==> src/rtl/key_scan_pkg.sv <==
// Shared types and helpers for the key matrix scanner: FSM states, event record
// and the grid cell index used by both the scanner and the game array.
package key_scan_pkg;

    typedef enum logic [2:0] {
        IDLE,
        SETTLE,
        SAMPLE,
        EMIT,
        NEXT
    } scan_state_t;

    localparam int KEY_INDEX_W = 8;

    typedef struct packed {
        logic [KEY_INDEX_W-1:0] index;
        logic                   press;
    } key_event_t;

    function automatic int cell_index(input int n, input int row, input int col);
        return n * row + col;
    endfunction

endpackage

==> src/rtl/key_debounce.sv <==
// Per-key debouncer: keeps the last DEBOUNCE samples and the accepted (stable)
// state, and flags a change once the whole history disagrees with that state.
module key_debounce #(
    parameter int DEBOUNCE = 3
) (
    input  logic clk,
    input  logic rst,
    input  logic i_sample,
    input  logic i_accept,
    input  logic i_row,
    output logic o_change,
    output logic o_next_state,
    output logic o_state
);

    logic [DEBOUNCE-1:0] r_hist;
    logic [DEBOUNCE-1:0] w_hist_shift;
    logic [DEBOUNCE-1:0] w_hist_eff;
    logic                r_stable;

    generate
        if (DEBOUNCE == 1) begin : g_single
            assign w_hist_shift = i_row;
        end else begin : g_multi
            assign w_hist_shift = {r_hist[DEBOUNCE-2:0], i_row};
        end
    endgenerate

    // During the sample strobe the change flag already reflects the incoming
    // sample, so the scanner can pick EMIT or NEXT on that same edge.
    assign w_hist_eff   = i_sample ? w_hist_shift : r_hist;
    assign o_change     = r_stable ? ~|w_hist_eff : &w_hist_eff;
    assign o_next_state = ~r_stable;
    assign o_state      = r_stable;

    always_ff @(posedge clk) begin
        if (!rst) begin
            r_hist   <= '0;
            r_stable <= 1'b0;
        end else begin
            if (i_sample) begin
                r_hist <= w_hist_shift;
            end
            if (i_accept && o_change) begin
                r_stable <= ~r_stable;
            end
        end
    end

endmodule

==> src/rtl/key_matrix_scanner.sv <==
// Column-scanned push-button matrix reader: drives one column at a time, debounces
// every key and streams press/release events over a valid/ready handshake.
module key_matrix_scanner
    import key_scan_pkg::*;
#(
    parameter int N             = 5,
    parameter int SETTLE_CYCLES = 16,
    parameter int DEBOUNCE      = 3
) (
    input  logic                    clk,
    input  logic                    rst,
    input  logic                    ena,
    output logic [N-1:0]            cols,
    input  logic [N-1:0]            rows_in,
    output logic [N*N-1:0]          pressed,
    output logic                    event_valid,
    input  logic                    event_ready,
    output logic [$clog2(N*N)-1:0]  event_index,
    output logic                    event_press
);

    localparam int IW = $clog2(N*N);
    localparam int CW = $clog2(N);
    localparam int SW = (SETTLE_CYCLES > 1) ? $clog2(SETTLE_CYCLES) : 1;

    scan_state_t      r_state;
    scan_state_t      w_state_next;
    logic [CW-1:0]    r_col;
    logic [CW-1:0]    w_col_next;
    logic [SW-1:0]    r_settle;
    logic [SW-1:0]    w_settle_next;

    logic [N*N-1:0]   w_change;
    logic [N*N-1:0]   w_next_state;
    logic [N-1:0]     w_mask;
    logic [N-1:0]     w_sel;
    logic [CW-1:0]    w_sel_row;
    logic [IW-1:0]    w_sel_idx;

    // Pending changes of the column under scan, one bit per row.
    always_comb begin
        w_mask = '0;
        for (int r = 0; r < N; r++) begin
            w_mask[r] = w_change[N*r + int'(r_col)];
        end
    end

    always_comb begin
        w_sel_row = '0;
        for (int r = N - 1; r >= 0; r--) begin
            if (w_mask[r]) begin
                w_sel_row = CW'(r);
            end
        end
    end

    assign w_sel     = N'(1) << w_sel_row;
    assign w_sel_idx = IW'(cell_index(N, int'(w_sel_row), int'(r_col)));

    genvar gi, gj;
    generate
        for (gi = 0; gi < N; gi++) begin : g_row
            for (gj = 0; gj < N; gj++) begin : g_col
                localparam int IDX = N*gi + gj;
                logic w_hit;
                logic w_sample;
                logic w_accept;

                assign w_hit    = (r_col == CW'(gj));
                assign w_sample = (r_state == SAMPLE) && w_hit;
                assign w_accept = (r_state == EMIT) && event_ready && w_sel[gi] && w_hit;

                key_debounce #(
                    .DEBOUNCE(DEBOUNCE)
                ) u_key (
                    .clk          (clk),
                    .rst          (rst),
                    .i_sample     (w_sample),
                    .i_accept     (w_accept),
                    .i_row        (rows_in[gi]),
                    .o_change     (w_change[IDX]),
                    .o_next_state (w_next_state[IDX]),
                    .o_state      (pressed[IDX])
                );
            end
        end
    endgenerate

    always_ff @(posedge clk) begin
        if (!rst) begin
            r_state  <= IDLE;
            r_col    <= '0;
            r_settle <= '0;
        end else begin
            r_state  <= w_state_next;
            r_col    <= w_col_next;
            r_settle <= w_settle_next;
        end
    end

    always_comb begin
        w_state_next  = r_state;
        w_col_next    = r_col;
        w_settle_next = r_settle;
        cols          = '0;
        event_valid   = 1'b0;
        event_index   = '0;
        event_press   = 1'b0;

        case (r_state)
            IDLE: begin
                w_col_next = '0;
                if (ena) begin
                    w_state_next  = SETTLE;
                    w_settle_next = '0;
                end
            end
            SETTLE: begin
                cols = N'(1) << r_col;
                if (r_settle == SW'(SETTLE_CYCLES - 1)) begin
                    w_state_next = SAMPLE;
                end else begin
                    w_settle_next = r_settle + SW'(1);
                end
            end
            SAMPLE: begin
                cols         = N'(1) << r_col;
                w_state_next = (w_mask != '0) ? EMIT : NEXT;
            end
            EMIT: begin
                cols        = N'(1) << r_col;
                event_valid = 1'b1;
                event_index = w_sel_idx;
                event_press = w_next_state[w_sel_idx];
                if (w_mask == '0) begin
                    w_state_next = NEXT;
                end else if (event_ready && ((w_mask & ~w_sel) == '0)) begin
                    w_state_next = NEXT;
                end
            end
            NEXT: begin
                w_settle_next = '0;
                if (ena) begin
                    w_state_next = SETTLE;
                    w_col_next   = (r_col == CW'(N - 1)) ? '0 : r_col + CW'(1);
                end else begin
                    w_state_next = IDLE;
                    w_col_next   = '0;
                end
            end
            default: begin
                w_state_next = IDLE;
                w_col_next   = '0;
            end
        endcase
    end

endmodule

==> config.mk <==
export PLATFORM = sky130hd
export DESIGN_NAME = key_matrix_scanner
export DESIGN_NICKNAME = d
export VERILOG_FILES = /design/src/rtl/key_scan_pkg.sv /design/src/rtl/key_debounce.sv /design/src/rtl/key_matrix_scanner.sv
export SDC_FILE = /design/constraint.sdc
export NUM_CORES = 1
export LEC_CHECK = 0
export BUFFER_PORTS_ARGS = -buffer_cell sky130_fd_sc_hd__buf_2
export CAP_MARGIN = 10
export CORE_UTILIZATION = 50
export CTS_CLUSTER_SIZE = 28
export DETAILED_ROUTE_END_ITERATION = 10
export PLACE_DENSITY_LB_ADDON = 0.25
export SLEW_MARGIN = 20
export SYNTH_ARGS = -nofsm -noshare
export SYNTH_HDL_FRONTEND = slang
export SYNTH_SLANG_ARGS = --single-unit
==> constraint.sdc <==
create_clock -name clk -period 14.75 [get_ports clk]
set_input_delay 0 -clock clk [delete_from_list [all_inputs] [get_ports clk]]
set_output_delay 0 -clock clk [all_outputs]
set_load 0.02 [all_outputs]
# After elaboration in Yosys (flattened, before gate mapping)
# Index checks and enable logic that the tools add are counted.
# op_classes
bitwise_logic,27
muxes,88
n_eq_ne,13
shift,2
reduce_logical,146
magnitude_cmp,6
mul,1
add_sub_neg,7
# op_table
cell,n
two-way mux 3 bit,37
AND reduction 3 bit,27
OR reduction 3 bit,26
logical AND 1 bit,62
two-way mux 1 bit,38
binary-select mux 1 bit (select 5 bit),5
logical NOT 1 bit,25
NOT 1 bit,25
less-than comparator 5 x 6 -> 1 bit (second input constant),3
case mux 3 bit (5 select lines),1
equality test 3 x 2 -> 1 bit (second input constant),4
case mux 4 bit (3 select lines),1
adder 4 x 3 -> 5 bit (first input constant),2
logical NOT 5 bit,2
two-way mux 5 bit,2
<< shifter 1 x 3 -> 5 bit (first input constant),2
two-way mux 4 bit,2
adder 5 x 3 -> 6 bit (first input constant),1
equality test 3 x 1 -> 1 bit (second input constant),2
equality test 3 bit (second input constant),2
logical NOT 3 bit,2
less-than comparator 3 x 6 -> 1 bit (second input constant),1
less-than comparator 4 x 6 -> 1 bit (second input constant),1
less-than comparator 6 bit (second input constant),1
other kinds (14),16
# word_totals
in_bits,9
out_inout_bits,37
reg_bits,110

# Longest topological paths before layout
# Gate-level depths: netlist (run 1).
# depth
depth_word,22
mapped_depth,24

# Hierarchy
# A second synthesis (run 1) with hierarchy kept.
# unflattened
hier_cells,743
area_unflattened_um2,7305.8
# modules_own_cells
mod,area_each_um2,seq_area_each_um2,cells_each,n_inst
key_debounce,203.9,80.1,19,25
key_matrix_scanner,2207.1,200.2,268,1

# Worst setup path after synthesis (run 1)
# OpenSTA, ideal clock, no wires.
# synth_timing
kind,flip-flop to output port
start,reg r_col[0]
end,out event_press
arrival_ns,5.800
stages_incl_launch_ff,21
path_buffers,3
t_required_ns,14.750
setup_slack_ns,8.950
cell_sequence,dfxtp_1 clkbuf_1 inv_1 buf_1 ha_1 buf_2 nand4b_4 or3b_1 nor4bb_1 a21o_1 mux2_1 mux4_2 nor4b_4 ha_1 ha_1 fa_1 xnor2_1 nand2_1 or3_1 a41oi_1 a21boi_2
# synth_via
elab_chain_cells,19
# synth_lines
item,line,text
from (decl),key_matrix_scanner.sv:28,logic [CW-1:0] r_col;
from (signal assigned),key_matrix_scanner.sv:96,r_col <= w_col_next;
"equality test 3 x 1 -> 1 bit, or another cell as far along",key_matrix_scanner.sv:69,assign w_hit = (r_col == CW'(gj));
logical AND 1 bit,key_matrix_scanner.sv:70,assign w_sample = (r_state == SAMPLE) && w_hit;
"two-way mux 3 bit, on equally long branches",--,
OR reduction 3 bit,key_debounce.sv:32,assign o_change = r_stable ? ~|w_hist_eff : &w_hist_eff;
logical NOT 1 bit,key_debounce.sv:32,
two-way mux 1 bit,key_debounce.sv:32,
binary-select mux 1 bit (select 5 bit),key_matrix_scanner.sv:44,w_mask[r] = w_change[N*r + int'(r_col)];
two-way mux 1 bit (not written as such) (2 in a row),key_matrix_scanner.sv:44,
two-way mux 3 bit (5 in a row),key_matrix_scanner.sv:51,if (w_mask[r]) begin
multiplier 3 x 3 -> 5 bit,key_scan_pkg.sv:21,return n * row + col;
adder 5 x 3 -> 5 bit *,key_scan_pkg.sv:21,
binary-select mux 1 bit (select 5 bit) *,key_matrix_scanner.sv:134,event_press = w_next_state[w_sel_idx];
two-way mux 1 bit (not written as such) *,key_matrix_scanner.sv:134,
two-way mux 1 bit *,key_matrix_scanner.sv:110,case (r_state)
to (decl),key_matrix_scanner.sv:19,output logic event_press
# Every way passes the cells marked *; elsewhere a longest branch is shown, timed or not. The select of a mux whose other input is x is not followed.

# Final worst setup path (run 1)
# layout_timing
start,reg r_col[1]
end,out event_press
# Same word-level chain as after synthesis.

==> qor.csv, run 1 <==
stage;metric;value;unit
status;outcome;completed;
floorplanning;die_w;122.2;um
yosys;ys_seq_area_share;30.46;%
place;hpwl;16040;um
yosys;synth_edf_count;0;
floorplanning;core;0.01399;mm^2
setup_path;timing.critical_path.buf_inv;2;
clocking;postCtsSetupBuffers;0;
drt;wl_per_cell;20.37;um
clocking;cts_buffers;9;
yosys;postSynthAreaPerCell;8.015;um^2
clocking;htree_levels;3;
setup_path;endpoint_kind;output pin;
setup_path;worstPathArrival;7.09;ns
global_route;antenna_found_initial;0;
setup_path;r2r-start;r_col[1]$_SDFFE_PN0P_;
yosys;synth_cell_type_count;80;
yosys;yosys_warnings;0;
clocking;cts-resized-gates;0;
global_route;grt_max_degree;108;
pwr;p_per_area;77.99;mW/mm^2
pwr;ir_drop;0.07110;mV
setup_path;worstSetupPathType;reg2out;
global_route;grt.overflow.total;0;
timing;rsz0062_at_grt;no;
setup_path;critPathMaxStageDelay;0.84;ns
timing;hold_viol_final;0;
clocking;cts_max_path_buffers;2;
pwr;leakagePower;2.822;nW
clocking;cts_hold_buf;3;
floorplanning;die-height;122.2;um
timing;tightest_slew;0.9902;ns
timing;max_clock_freq;0.1410;GHz
clocking;cts.sinks;110;
drt;drt_iter0_drc;544;
place;place_area;0.007383;mm^2
setup_path;cp_slowest_cell;dfxtp_1;
worst_hold_path;hold_class;in2reg;
global_route;grt_pass1_vias;6018;
yosys;synth_area_leader_cell;dfxtp_1;
place;gp_congestion;0.9996;
clocking;tritoncts;done;
final_layout;seq_area;0.002202;mm^2
drt;firstDrtPassIters;8;
floorplanning;start_util;51.68;%
timing;finClkSkew;0.01055;ns
yosys;syn_nets;931;
place;portBuffers;45;
timing;timing.final.crit_share;48.07;%
drt;drt-total-wl;22060;um
drt;drc;0;
drt;viasPerCell;6.197;
yosys;ys.flop_type;dfxtp_1;
global_route;grt_usage;30.56;%
yosys;ys_seq_elements;110;
clocking;clock-root-buffer;clkbuf_16;
worst_hold_path;hold_start;rows_in[4];
yosys;synthCells;902;
setup_path;crit_required;14.75;ns
timing;setup-violations-final;0;
setup_path;crit_chain;ha_1 -> ha_1 -> nor4bb_4 -> buf_4 -> mux2i_1 -> mux2i_1 -> o21ai_0 -> o41ai_1 -> o32ai_2 -> or2_1 -> a21oi_2 -> ha_1 -> ha_1 -> fa_1 -> xnor2_1 -> nand2_1 -> or3_1 -> a41oi_1 -> a21boi_2 -> buf_2;
global_route;grt_pass1_wl;34160;um
final_layout;multi_input_area;0.004626;mm^2
setup_path;rrSetupSlack;9.13;ns
floorplanning;die-area;0.01494;mm^2
final_layout;mostFrequentLayoutCell;nand2_1;
final_layout;area_growth_syn_to_layout;6.646;%
drt;vias;6711;
timing;slew_headroom;33.48;%
timing;slew_viol_final;0;
setup_path;cp_top_family;adder cells;
final_layout;drive_gt1_share;11.30;%
final_layout;finish.instance_area;0.007710;mm^2
drt;postRouteAntennaNets;0;
yosys;netlist.area_leader.share;30.46;%
flow_run;cap_viol_max_count;0;
timing;finalCriticalPeriod;7.091;ns
final_layout;antenna_cells;0;
clocking;clk_latency;0.37;ns
setup_path;worst_r2r_path_depth;15;
setup_path;cpMostUsedCell;ha_1;
clocking;clkTransAtPathRegs;0.08;ns
setup_path;crit_fanout;22;
timing;setup_tns;0;ns
final_layout;layout_common_cells;nand2_1 (172), dfxtp_1 (110), a21boi_0 (76);
yosys;synth_async_sr_flop_share;0;%
setup_path;rr_endpoint;g_row[1].g_col[4].u_key.o_state$_SDFFE_PN0P_;
yosys;syn-cell-area;0.007229;mm^2
floorplanning;ios;46;
setup_path;startpoint_type;flop;
final_layout;layout.nets;928;
worst_hold_path;whs_endpoint;g_row[4].g_col[3].u_key.r_hist[0]$_SDFF_PN0_;
final_layout;fill_cells;1399;
yosys;netlist_top_cells_area;dfxtp_1 (30%), nand2_1 (8.9%), a21boi_0 (7.9%);
worst_hold_path;hold_depth;3;
floorplanning;num_rows;43;
==> how the worst max path moves through the flow <==
stage                                      from     endpoint  slack, ns  depth (start not counted)
after floorplan           r_col[0]$_SDFFE_PN0P_  event_press       8.95                         20
after global placement    r_col[1]$_SDFFE_PN0P_  event_press       8.30                         19
after detailed placement  r_col[1]$_SDFFE_PN0P_  event_press       8.24                         19
after CTS                 r_col[1]$_SDFFE_PN0P_  event_press       7.81                         20
after global routing      r_col[1]$_SDFFE_PN0P_  event_press       7.18                         19
final                     r_col[1]$_SDFFE_PN0P_  event_press       7.66                         20
==> through the flow <==
| stage | worst slack, ns | hold WS [ns] | utilization [%] | power (mW) | std cells |
|---|---|---|---|---|---|
| after global routing | 7.179 | 0.01519 | 55.12 | 0.6211 | 1083 |
| final | 7.659 | 0.007067 | 55.12 | 0.6013 | 1083 |
| after CTS | 7.811 | 0.004463 | 55.12 | 0.6061 | 1083 |
| after detailed placement | 8.244 | 0.3606 | 52.78 | 0.3553 | 1065 |
| after global placement | 8.296 | 0.3615 | 52.78 | 0.3554 | 1065 |
| after floorplan | 8.950 | 0.1449 | - | 0.3411 | 902 |
==> worst register-to-register path, stage by stage, from the launching register on <==
cell      delay (ns)
dfxtp_1         0.84
ha_1            0.27
ha_1            0.32
nor4bb_4        0.25
buf_4           0.32
mux2i_1         0.26
mux2i_1         0.38
o21ai_0         0.18
o41ai_1         0.57
o32ai_2         0.25
or2_1           0.34
nor3_1          0.82
buf_4           0.28
o211ai_1        0.12
xnor2_1         0.16
and2_1          0.15
==> layout make-up <==
type	instances	area share (%)
multi-input cells	710	60.00
flip-flops and latches	110	28.56
repair buffers	56	4.090
clock buffers	9	2.921
well taps	180	2.921
clock inverters	6	0.9250
inverters	12	0.5842
==> power breakdown <==
group / internal (mW) / total, mW / switching (mW) / leakage [nW]
clock: 0.132 / 0.251 / 0.119 / 0.143
sequential: 0.299 / 0.306 / 0.00673 / 0.887
combinational: 0.0156 / 0.0438 / 0.0281 / 1.79
==> flip-flops by register name, summed over array words and instances (netlist names) <==
| register | cells |
|---|---|
| g_row.g_col.u_key.o_state | 25 |
| g_row.g_col.u_key.r_hist | 75 |
| r_col | 3 |
| r_settle | 4 |
| r_state | 3 |
==> Yosys cell counts (6+ instances only) <==
cell type  count
a21oi_1       17
and3_1        12
clkbuf_1      35
o21ai_0       14
nand2b_1      12
a21boi_0      76
inv_1          9
nor3b_1        9
buf_4         27
or3b_2         8
a22oi_1        6
nand3b_1      16
xnor2_1       19
nand3_1       25
nor4_1        11
buf_2          6
and2_1        31
and4_1         7
a211oi_1      16
mux2i_1       23
dfxtp_1      110
xor2_1        11
o21ai_1       13
nor2_1        55
or2_1          6
o31ai_1        6
nand2_1      172
ha_1          19
o211ai_1       9
nor3_1        31
==> layer usage <==
metal  up-vias  global-route usage (%)  part of all wire (%)
li1       3202                       -                     -
met1      3163                   40.81                    44
met2       278                   45.68                    43
met3        68                   8.178                   8.0
met4         0                   14.10                   4.3
met5         -                       0                     0
==> cells by family after synthesis <==
kind of cell	count (synthesis)	share of synthesized area, %
AO/OA/AOI/OAI	204	20.87
XOR/XNOR	30	3.634
adder cells (fa/ha/maj)	20	3.565
buffers and inverters	82	5.763
flip-flops	110	30.46
multiplexers	32	5.365
AND/OR/NAND/NOR	424	30.34
Power figures use the tool's default switching activity.
==> run 2: changes to the inputs <==
Clock period 14.75 ns to 6.3 ns, I/O delays scaled along.
==> run 2 against run 1 <==
Net effect:
- non-clock buffer count increased by 24
- critical path depth unchanged
- design area up 4.0%
- count of clock-buffer cells in the layout did not move
- clock power rose to 2.7 times the previous value
- final cell count grew 2.3%
- critical path type unchanged
==> qor.csv, run 2 (synthesis results as in run 1) <==
stage;metric;value;unit
timing;finalWorstSetupSlack;0.2796;ns
final_layout;layout.nets;952;
floorplanning;ios;46;
timing;slew_headroom;39.81;%
final_layout;utilization;57.34;%
timing;timing.final.crit_share;95.56;%
drt;drt_iter0_drc;527;
setup_path;rrSetupSlack;1.61;ns
global_route;grt_pass1_vias;6037;
timing;hold_viol_final;0;
worst_hold_path;hold_class;in2reg;
setup_path;crit_path_end;event_press;
global_route;antenna_found_initial;0;
drt;viasPerCell;6.070;
timing;slew_viol_final;0;
drt;firstDrtPassIters;5;
pwr;leakagePower;2.968;nW
floorplanning;num_rows;43;
final_layout;largest_reg_flops;75;
floorplanning;die_w;122.2;um
clocking;htree_levels;3;
timing;setup-violations-final;0;
setup_path;worst_r2r_path_depth;15;
timing;finalCriticalPeriod;6.020;ns
floorplanning;die-height;122.2;um
final_layout;area_growth_syn_to_layout;10.96;%
setup_path;cpMostUsedCell;ha_1;
setup_path;rr_endpoint;g_row[1].g_col[0].u_key.o_state$_SDFFE_PN0P_;
setup_path;crit_chain;ha_1 -> ha_1 -> nor4bb_4 -> buf_6 -> mux2i_1 -> mux2i_2 -> o21ai_0 -> o41ai_2 -> o32ai_2 -> or2_1 -> a21oi_4 -> ha_1 -> ha_1 -> fa_1 -> xnor2_4 -> nand2_1 -> or3_1 -> a41oi_1 -> a21boi_2 -> buf_2;
clocking;cts_max_path_buffers;2;
setup_path;startpoint;r_col[0]$_SDFFE_PN0P_;
setup_path;cp_slowest_cell;fa_1;
final_layout;final_cells;1108;
timing;holdWs;0.01753;ns
setup_path;crit_required;6.30;ns
setup_path;crit_fanout;11;
status;outcome;completed;
pwr;switchingPower;0.3646;mW
clocking;cts_buffers;9;
setup_path;endpoint_kind;output pin;
final_layout;layout_common_cells;nand2_1 (172), dfxtp_1 (110), a21boi_0 (76);
floorplanning;core;0.01399;mm^2
timing;finClkSkew;0.009222;ns
setup_path;critPathMaxStageDelay;0.51;ns
global_route;grt_usage;30.58;%
setup_path;worstPathArrival;6.02;ns
pwr;p_int;1.134;mW
pwr;ir_drop;0.1597;mV
pwr;p_per_area;186.8;mW/mm^2
pwr;power_frac_comb;7.6;%
worst_hold_path;hold_start;rows_in[3];
floorplanning;start_util;51.68;%
clocking;clk_latency;0.37;ns
global_route;grt.overflow.total;0;
clocking;clock-root-buffer;clkbuf_16;
drt;wl_per_cell;20.54;um
drt;postRouteAntennaNets;0;
flow_run;cap_viol_max_count;0;
drt;vias;6726;
final_layout;drive_gt1_share;15.09;%
timing;tightest_slew;0.8959;ns
setup_path;r2r-start;r_col[0]$_SDFFE_PN0P_;
timing;max_clock_freq;0.1661;GHz
place;portBuffers;45;
floorplanning;die-area;0.01494;mm^2
pwr;p_seq_share;47.3;%
clocking;cts.sinks;110;
setup_path;startpoint_type;flop;
pwr;swShare;24.34;%
pwr;finalPower;1.498;mW
final_layout;regMostFlops;g_row.g_col.u_key.r_hist;
final_layout;antenna_cells;0;
setup_path;worstSetupPathType;reg2out;
global_route;grt_max_degree;108;
drt;drt-total-wl;22760;um
place;dp_worst_setup_slack;0.3265;ns
drt;drc;0;
final_layout;mostFrequentLayoutCell;nand2_1;
place;dp.cells;1086;
place;hpwl;16600;um
global_route;grt_pass1_wl;34160;um
pwr;p_clk_share;45.1;%
place;gp_congestion;0.9953;
clocking;clkTransAtPathRegs;0.08;ns
clocking;tritoncts;done;
## run 2: cell count changes in the layout (fill, tap and decap cells not counted), moves of 2 or more
cell / previous run / this run
a211oi_1: 16 / 14
bufinv_16: 1 / 3
mux2i_2: 0 / 3
a211oi_2: 1 / 3
buf_6: 0 / 2
mux2i_1: 23 / 20
buf_4: 8 / 30
## run 2: layer usage
layer	routed length [um]	GRT usage, %
met4	807	14.02
met2	10090	45.89
met1	10440	42.31
met3	1422	5.623
met5	0	0
## run 2: worst max-delay path, delay by kind of cell (launching register included)
family	cells	cell delay [ns]
adder cells (fa/ha/maj)	5	1.43
AO/OA/AOI/OAI	6	1.39
AND/OR/NAND/NOR	4	1.10
multiplexers	2	0.68
flip-flops	1	0.40
buffers and inverters	2	0.40
XOR/XNOR	1	0.24
## run 2: power groups by stage
stage	registers (mW)	logic, mW	clock network (mW)
3_5_place_dp	0.725	0.108	0
4_1_cts	0.709	0.110	0.682
5_1_grt	0.710	0.123	0.703
3_3_place_gp	0.725	0.109	0
6_report	0.709	0.114	0.675
2_1_floorplan	0.722	0.0763	0
## run 2: final cells by class
class / count / area (um^2)
clock buffers: 9 / 225.2
clock inverters: 7 / 120.1
fillers: 1333 / 5967
inverters: 12 / 45.04
multi-input cells: 710 / 4706
flip-flops and latches: 110 / 2202
well taps: 180 / 225.2
repair buffers: 80 / 498.0
## run 2: how the worst min path moves through the flow
stage | depth (start not counted) | endpoint
after floorplan | 2 | g_row[0].g_col[3].u_key.r_hist[0]$_SDFF_PN0_
after global placement | 3 | r_state[2]$_SDFFE_PN0P_
after detailed placement | 3 | r_state[2]$_SDFFE_PN0P_
after CTS | 3 | g_row[3].g_col[3].u_key.r_hist[0]$_SDFF_PN0_
after global routing | 3 | g_row[4].g_col[3].u_key.r_hist[0]$_SDFF_PN0_
final | 3 | g_row[3].g_col[3].u_key.r_hist[0]$_SDFF_PN0_
## run 2: through the flow
stage | TNS (ns) | cell area (um^2)
after floorplan | 0 | 7229
after global placement | 0 | 7541
after detailed placement | 0 | 7541
after CTS | 0 | 7914
after global routing | -0.03941 | 8021
final | 0 | 8021
## run 2: timing repair
item,CTS,global route
buffers inserted,0,3
setup endpoints to repair,1,1
pin swaps,0,2
cloned,0,1
hold endpoints to repair,2,0
gates resized for setup,1,16
hold buffers,2,0
